$ cat src/rtl/seq_divider_pkg.sv
// ============================================================================
// Module      : seq_divider_pkg
// Description : Shared state encoding and default width for the sequential
//               restoring divider.
// Revision    : 1.0 - initial release
// ============================================================================
`default_nettype none

package seq_divider_pkg;

    localparam int c_default_w = 32;

    typedef enum logic [1:0] {
        IDLE = 2'd0,
        LOAD = 2'd1,
        ITER = 2'd2,
        DONE = 2'd3
    } state_t;

endpackage

`default_nettype wire

$ cat src/rtl/seq_divider_trial_sign_eval.sv
// ============================================================================
// Module      : trial_sign_eval
// Description : Combinational W+1-bit trial subtraction with sign and zero
//               status for the restoring divider.
// Revision    : 1.0 - initial release
// ============================================================================
`default_nettype none

module trial_sign_eval #(
    parameter int W = 32
) (
    input  logic [W:0]   i_rem_shifted,
    input  logic [W-1:0] i_divisor,
    output logic [W:0]   o_trial,
    output logic         o_neg,
    output logic         o_zero
);

    assign o_trial = i_rem_shifted - {1'b0, i_divisor};
    assign o_neg   = o_trial[W];
    assign o_zero  = (o_trial == '0);

endmodule

`default_nettype wire

$ cat src/rtl/seq_divider.sv
// ============================================================================
// Module      : seq_divider
// Description : Iterative unsigned restoring divider, one quotient bit per
//               clock, with start/done handshake.
// Revision    : 1.0 - initial release
// ============================================================================
`default_nettype none

module seq_divider
    import seq_divider_pkg::*;
#(
    parameter int W  = c_default_w,
    parameter int CW = 6
) (
    input  logic         clk,
    input  logic         rst_n,
    input  logic         start,
    input  logic [W-1:0] dividend,
    input  logic [W-1:0] divisor,
    output logic         busy,
    output logic         done,
    output logic [W-1:0] quotient,
    output logic [W-1:0] remainder,
    output logic         div_by_zero
);

    state_t         r_state;
    state_t         w_next_state;
    logic [W:0]     r_rem;
    logic [W-1:0]   r_q;
    logic [W-1:0]   r_d;
    logic [CW-1:0]  r_count;

    logic [W:0]     w_rem_shift;
    logic [W:0]     w_trial;
    logic           w_neg;
    logic           w_zero;
    logic [W:0]     w_rem_step;
    logic [W-1:0]   w_q_step;
    logic           w_last_step;
    logic           w_unused;

    assign w_rem_shift = {r_rem[W-1:0], r_q[W-1]};
    assign w_rem_step  = w_neg ? w_rem_shift : w_trial;
    assign w_q_step    = {r_q[W-2:0], ~w_neg};
    assign w_last_step = (r_count == CW'(1));

    // The zero flag is a debug export only; R's top bit is always 0 between steps.
    assign w_unused = &{1'b0, w_zero, r_rem[W]};

    trial_sign_eval #(
        .W (W)
    ) u_trial (
        .i_rem_shifted (w_rem_shift),
        .i_divisor     (r_d),
        .o_trial       (w_trial),
        .o_neg         (w_neg),
        .o_zero        (w_zero)
    );

    always_ff @(posedge clk or negedge rst_n) begin
        if (!rst_n) begin
            r_state <= IDLE;
        end else begin
            r_state <= w_next_state;
        end
    end

    always_comb begin
        w_next_state = r_state;
        case (r_state)
            IDLE, DONE: w_next_state = start ? LOAD : IDLE;
            LOAD:       w_next_state = (r_d == '0) ? DONE : ITER;
            ITER:       if (w_last_step) w_next_state = DONE;
            default:    w_next_state = IDLE;
        endcase
    end

    assign busy = (r_state == LOAD) || (r_state == ITER);
    assign done = (r_state == DONE);

    // Result registers only move on the transition into DONE.
    always_ff @(posedge clk or negedge rst_n) begin
        if (!rst_n) begin
            r_rem       <= '0;
            r_q         <= '0;
            r_d         <= '0;
            r_count     <= '0;
            quotient    <= '0;
            remainder   <= '0;
            div_by_zero <= 1'b0;
        end else begin
            case (r_state)
                IDLE, DONE: begin
                    if (start) begin
                        r_q   <= dividend;
                        r_d   <= divisor;
                        r_rem <= '0;
                    end
                end
                LOAD: begin
                    if (r_d == '0) begin
                        quotient    <= '1;
                        remainder   <= r_q;
                        div_by_zero <= 1'b1;
                    end else begin
                        r_count <= CW'(W);
                    end
                end
                ITER: begin
                    r_rem   <= w_rem_step;
                    r_q     <= w_q_step;
                    r_count <= r_count - CW'(1);
                    if (w_last_step) begin
                        quotient    <= w_q_step;
                        remainder   <= w_rem_step[W-1:0];
                        div_by_zero <= 1'b0;
                    end
                end
                default: ;
            endcase
        end
    end

endmodule

`default_nettype wire

$ cat config.mk
export PLATFORM = sky130hd
export DESIGN_NAME = seq_divider
export DESIGN_NICKNAME = d
export VERILOG_FILES = /design/src/rtl/seq_divider_pkg.sv /design/src/rtl/seq_divider_trial_sign_eval.sv /design/src/rtl/seq_divider.sv
export SDC_FILE = /design/constraint.sdc
export NUM_CORES = 1
export LEC_CHECK = 0
export ABC_AREA = 1
export CORE_AREA = 3 3 150 152
export CTS_BUF_LIST = sky130_fd_sc_hd__clkbuf_4 sky130_fd_sc_hd__clkbuf_8
export CTS_CLUSTER_SIZE = 40
export DETAILED_ROUTE_END_ITERATION = 6
export DIE_AREA = 0 0 153 155
export GPL_TIMING_DRIVEN = 0
export PLACE_DENSITY = 0.82
export SLEW_MARGIN = 5
export SYNTH_ARGS = -nofsm -noshare
export SYNTH_HDL_FRONTEND = slang
export SYNTH_SLANG_ARGS = --single-unit
$ cat constraint.sdc
create_clock -name clk -period 6.9 [get_ports clk]
set_input_delay 1.38 -clock clk [delete_from_list [all_inputs] [get_ports clk]]
set_output_delay 1.38 -clock clk [all_outputs]
set_load 0.05 [all_outputs]
==> impl_summary.txt <==
----------------------------------------------------
[Synthesis]
  Largest area contributor in the netlist ... dfrtp_1
  Synthesis-stage register bit count ... 169
  Syn Inst Count ... 1,525
  Synthesized net count ... 1,630
  Share of synthesized flip-flops with an asynchronous set or reset ... 1.000
  EDFF count, synth ... 0
  Cells taking the most area after synthesis ... dfrtp_1 40%, nand2_1 18%, inv_1 7.9%, nor2_1 6.4%, nand3_1 4.6%
  Most common cell in the synthesized netlist ... nand2_1
  Top_reg_cell synth ... dfrtp_1
  Cell area after technology mapping ... 10,630 um^2
  Mean area per synthesized cell ... 6.971 um^2
  Netlist cell types ... 41
  Number of synthesis warnings ... 0
  Fraction of synthesized cell area taken by the top area cell type ... 0.3978
  Top post-synthesis cells by count ... 501 x nand2_1, 223 x inv_1, 182 x nor2_1
  Sequential-to-total area share from yosys stat ... 0.3978

[Worst hold path]
  HP Start ... quotient[5]
  Number of instances on the worst hold path ... 2
  Min-Delay Path Class ... flip-flop to flip-flop
  Destination of the worst hold path ... quotient[5]

[Timing]
  Clock period minus worst slack ... about 3600 ps
  Highest clock frequency the design can meet ... between 0.2 and 0.3 GHz
  Slew @ Worst Pin ... 694.8 ps
  Skew final ... 20.20 ps
  Total of endpoints with negative setup slack in the final report ... 0
  Relative slew margins ... 0.5368
  Share of the cycle needed by the critical path after routing ... 0.5201
  Final-report hold violation count ... 0
  Worst-case hold slack ... 500.9 ps
  Setup repair after global routing missed its margin ... no
  Final number of max-transition violations ... 0

[Critical path]
  Most common cell on crit path ... inv_1
  Data required time at the worst endpoint ... 5520 ps
  Nature of the critical path startpoint ... flip-flop
  Crit Reg-Reg Endpoint ... r_q[30]
  Worst Path Arrival ... roughly 2200 ps
  Cell Chain, Critical Path ... inv_1 -> ha_1 -> inv_1 -> clkdlybuf4s50_1
  Startpoint-to-endpoint class of the critical path ... flip-flop to output pin
  Crit path from ... r_state[0]
  Sort of element at the end of the critical path ... output pin
  Critical register-to-register path startpoint ... r_state[0]
  CP peak stage delay ... a little over 800 ps
  Register-to-register setup slack ... 4070 ps
  Slowest-stage cell, CP ... clkdlybuf4s50_1
  Number of cells on the worst reg-to-reg path ... 9
  Largest fanout on the critical path ... 4

[Clock tree]
  Inserted Clock Buffers ... 17
  TritonCTS clock tree ... yes
  Buffers inserted by post-CTS timing repair ... 0
  CTS root buffer ... clkbuf_8
  Number of gates given a new drive strength after cts ... 0
  CTS sink count ... 169
  CTS max path bufs ... 2
  H-Tree Level Count ... 4
  Clock transition at path regs ... 120 ps
  Worst skew pair latency ... 500 ps
  Post-cts hold buffer count ... 0

[Power and ir drop]
  Cell leakage power ... 6.940 nW
  Worst-case vdd ir drop ... a little under 0.4 mV
  Power density normalized to cell area ... 493.2 nW/um^2

[Global route]
  Wire length of the first global-routing pass ... 50,320 um
  Gr ovfl total ... 0
  Vias in the first global route ... 9,699
  Largest net degree at the start of global routing ... 93
  Overall routing resource usage ... 0.2648
  Number of antenna violations at the first check in global routing ... 0

[Final layout]
  Post-route design area ... between 10,000 and 15,000 um^2
  P&R area growth vs syn ... 20.08%
  Filler cell count ... 1,985
  Number of antenna cells inserted ... 0
  Final net count ... 1,783
  Fraction of layout instances using a drive strength above 1 ... 0.07924

[Die]
  Initial core utilization ... 0.5025
  Chip height ... ~160 um
  Die Footprint ... 23,720 um^2
  I/O pin total ... 134
  Die extent in x ... 153 um
  Floorplan Core Area ... 21,150 um^2
  Site Rows ... 53

[Place]
  Final weighted congestion in routability-driven placement ... roughly 0.94
  Placed instance area ... 12,340 um^2
  HPWL after DPL ... 24,490 um
  Count of buffers inserted at the top-level ports ... 133

[Drt]
  Total number of vias ... 10,068
  Residual antenna-violating net count after detailed routing ... 0
  Via density per instance ... 5.121
  Detail Route met3 WL ... 2113 um
  DRT Pass-1 Iters ... 5
  DRC Markers ... 0
  Final wirelength ... 31,000 um
  Number of DRC violations after detailed-routing iteration 0 ... 887
  Average routed wire per standard cell ... 15.77 um
  Routed length on met1 ... 13,780 um
  Highest Signal Layer ... met4
  Met2 layer wire length in the routed design ... 14,350 um

[Outcome]
  Status ... complete, no violations

[Run]
  Max-Cap Viols ... 0

----------------------------------------------------
## worst max-delay path: cells and delay by family (launching register included)
| family | cells | cell delay [ps] |
|---|---|---|
| adder cells (fa/ha/maj) | 1 | 340 |
| flip-flops | 1 | 410 |
| buffers and inverters | 3 | 970 |
## report_power, final
part / switching (mW) / internal (mW)
Combinational: 2.61 / 1.20
Clock: 0.468 / 0.285
Sequential: 0.295 / 1.44
## cell families (layout without fill, tap and decap cells)
| logic type | count (synthesis) | in the layout | synth area share |
|---|---|---|---|
| AO/OA/AOI/OAI | 135 | 135 | 0.07568 |
| flip-flops | 169 | 169 | 0.3978 |
| buffers and inverters | 290 | 456 | 0.1142 |
| adder cells (fa/ha/maj) | 38 | 38 | 0.04543 |
| multiplexers | 1 | 1 | 0.001059 |
| AND/OR/NAND/NOR | 875 | 875 | 0.3518 |
| XOR/XNOR | 17 | 17 | 0.01401 |
## metal layers
metal,track usage,vias up
li1,-,5032
met1,0.3616,4620
met2,0.4398,365
met3,0.04256,51
met4,0.07679,0
met5,0,-
## how the worst max path moves through the flow
stage	slack, ps	endpoint
after floorplan	4420	r_q[23]
after global placement	-2440	r_d[10]
after detailed placement	3120	r_q[29]
after CTS	3290	busy
after global routing	3190	busy
final	3310	busy
## cell type report
cell class              count  area (um^2)  area share
plain buffers              56        335.3     0.02627
clock buffers              17        234.0     0.01833
clock inverters            15        192.7     0.01510
inverters                 234        878.3     0.06881
multi-input cells        1066         5187      0.4064
flip-flops and latches    169         4229      0.3313
well taps                 275        344.1     0.02696
repair buffers            134         1364      0.1068
## state kept, by name, indices dropped and copies added (netlist names)
signal       cells
div_by_zero      1
quotient        32
r_count          6
r_d             32
r_q             32
r_rem           32
r_state          2
remainder       32
## cell usage in the layout, fill, tap and decap left out, drive strengths merged, types with 2 or more instances in the layout
cell / synthesis / routed
inv: 234 / 243
clkdlybuf4s50: 0 / 132
or2: 26 / 26
and2: 5 / 5
nand2: 514 / 514
dfrtp: 169 / 169
buf: 27 / 29
a21o: 2 / 2
clkbuf: 29 / 46
ha: 37 / 37
xnor2: 2 / 2
nor2: 184 / 184
xor2: 15 / 15
a21oi: 48 / 48
o31ai: 31 / 31
a22oi: 9 / 9
o21ai: 42 / 42
nand4: 16 / 16
clkinv: 0 / 5
nor4: 2 / 2
nand3: 119 / 119
nor3: 9 / 9
## per-stage QoR
stage	worst slack (ps)	TNS (ps)	std cells	power, mW	utilization
floorplan	4416	0	1525	4.288	-
global placement	-2445	-410060	1933	5.436	0.5817
detailed placement	3123	0	1934	5.512	0.5833
CTS	3295	0	1966	6.288	0.6034
global route	3189	0	1966	6.757	0.6034
finish	3311	0	1966	6.296	0.6034
Note: power is estimated with default switching activity, not from simulation.
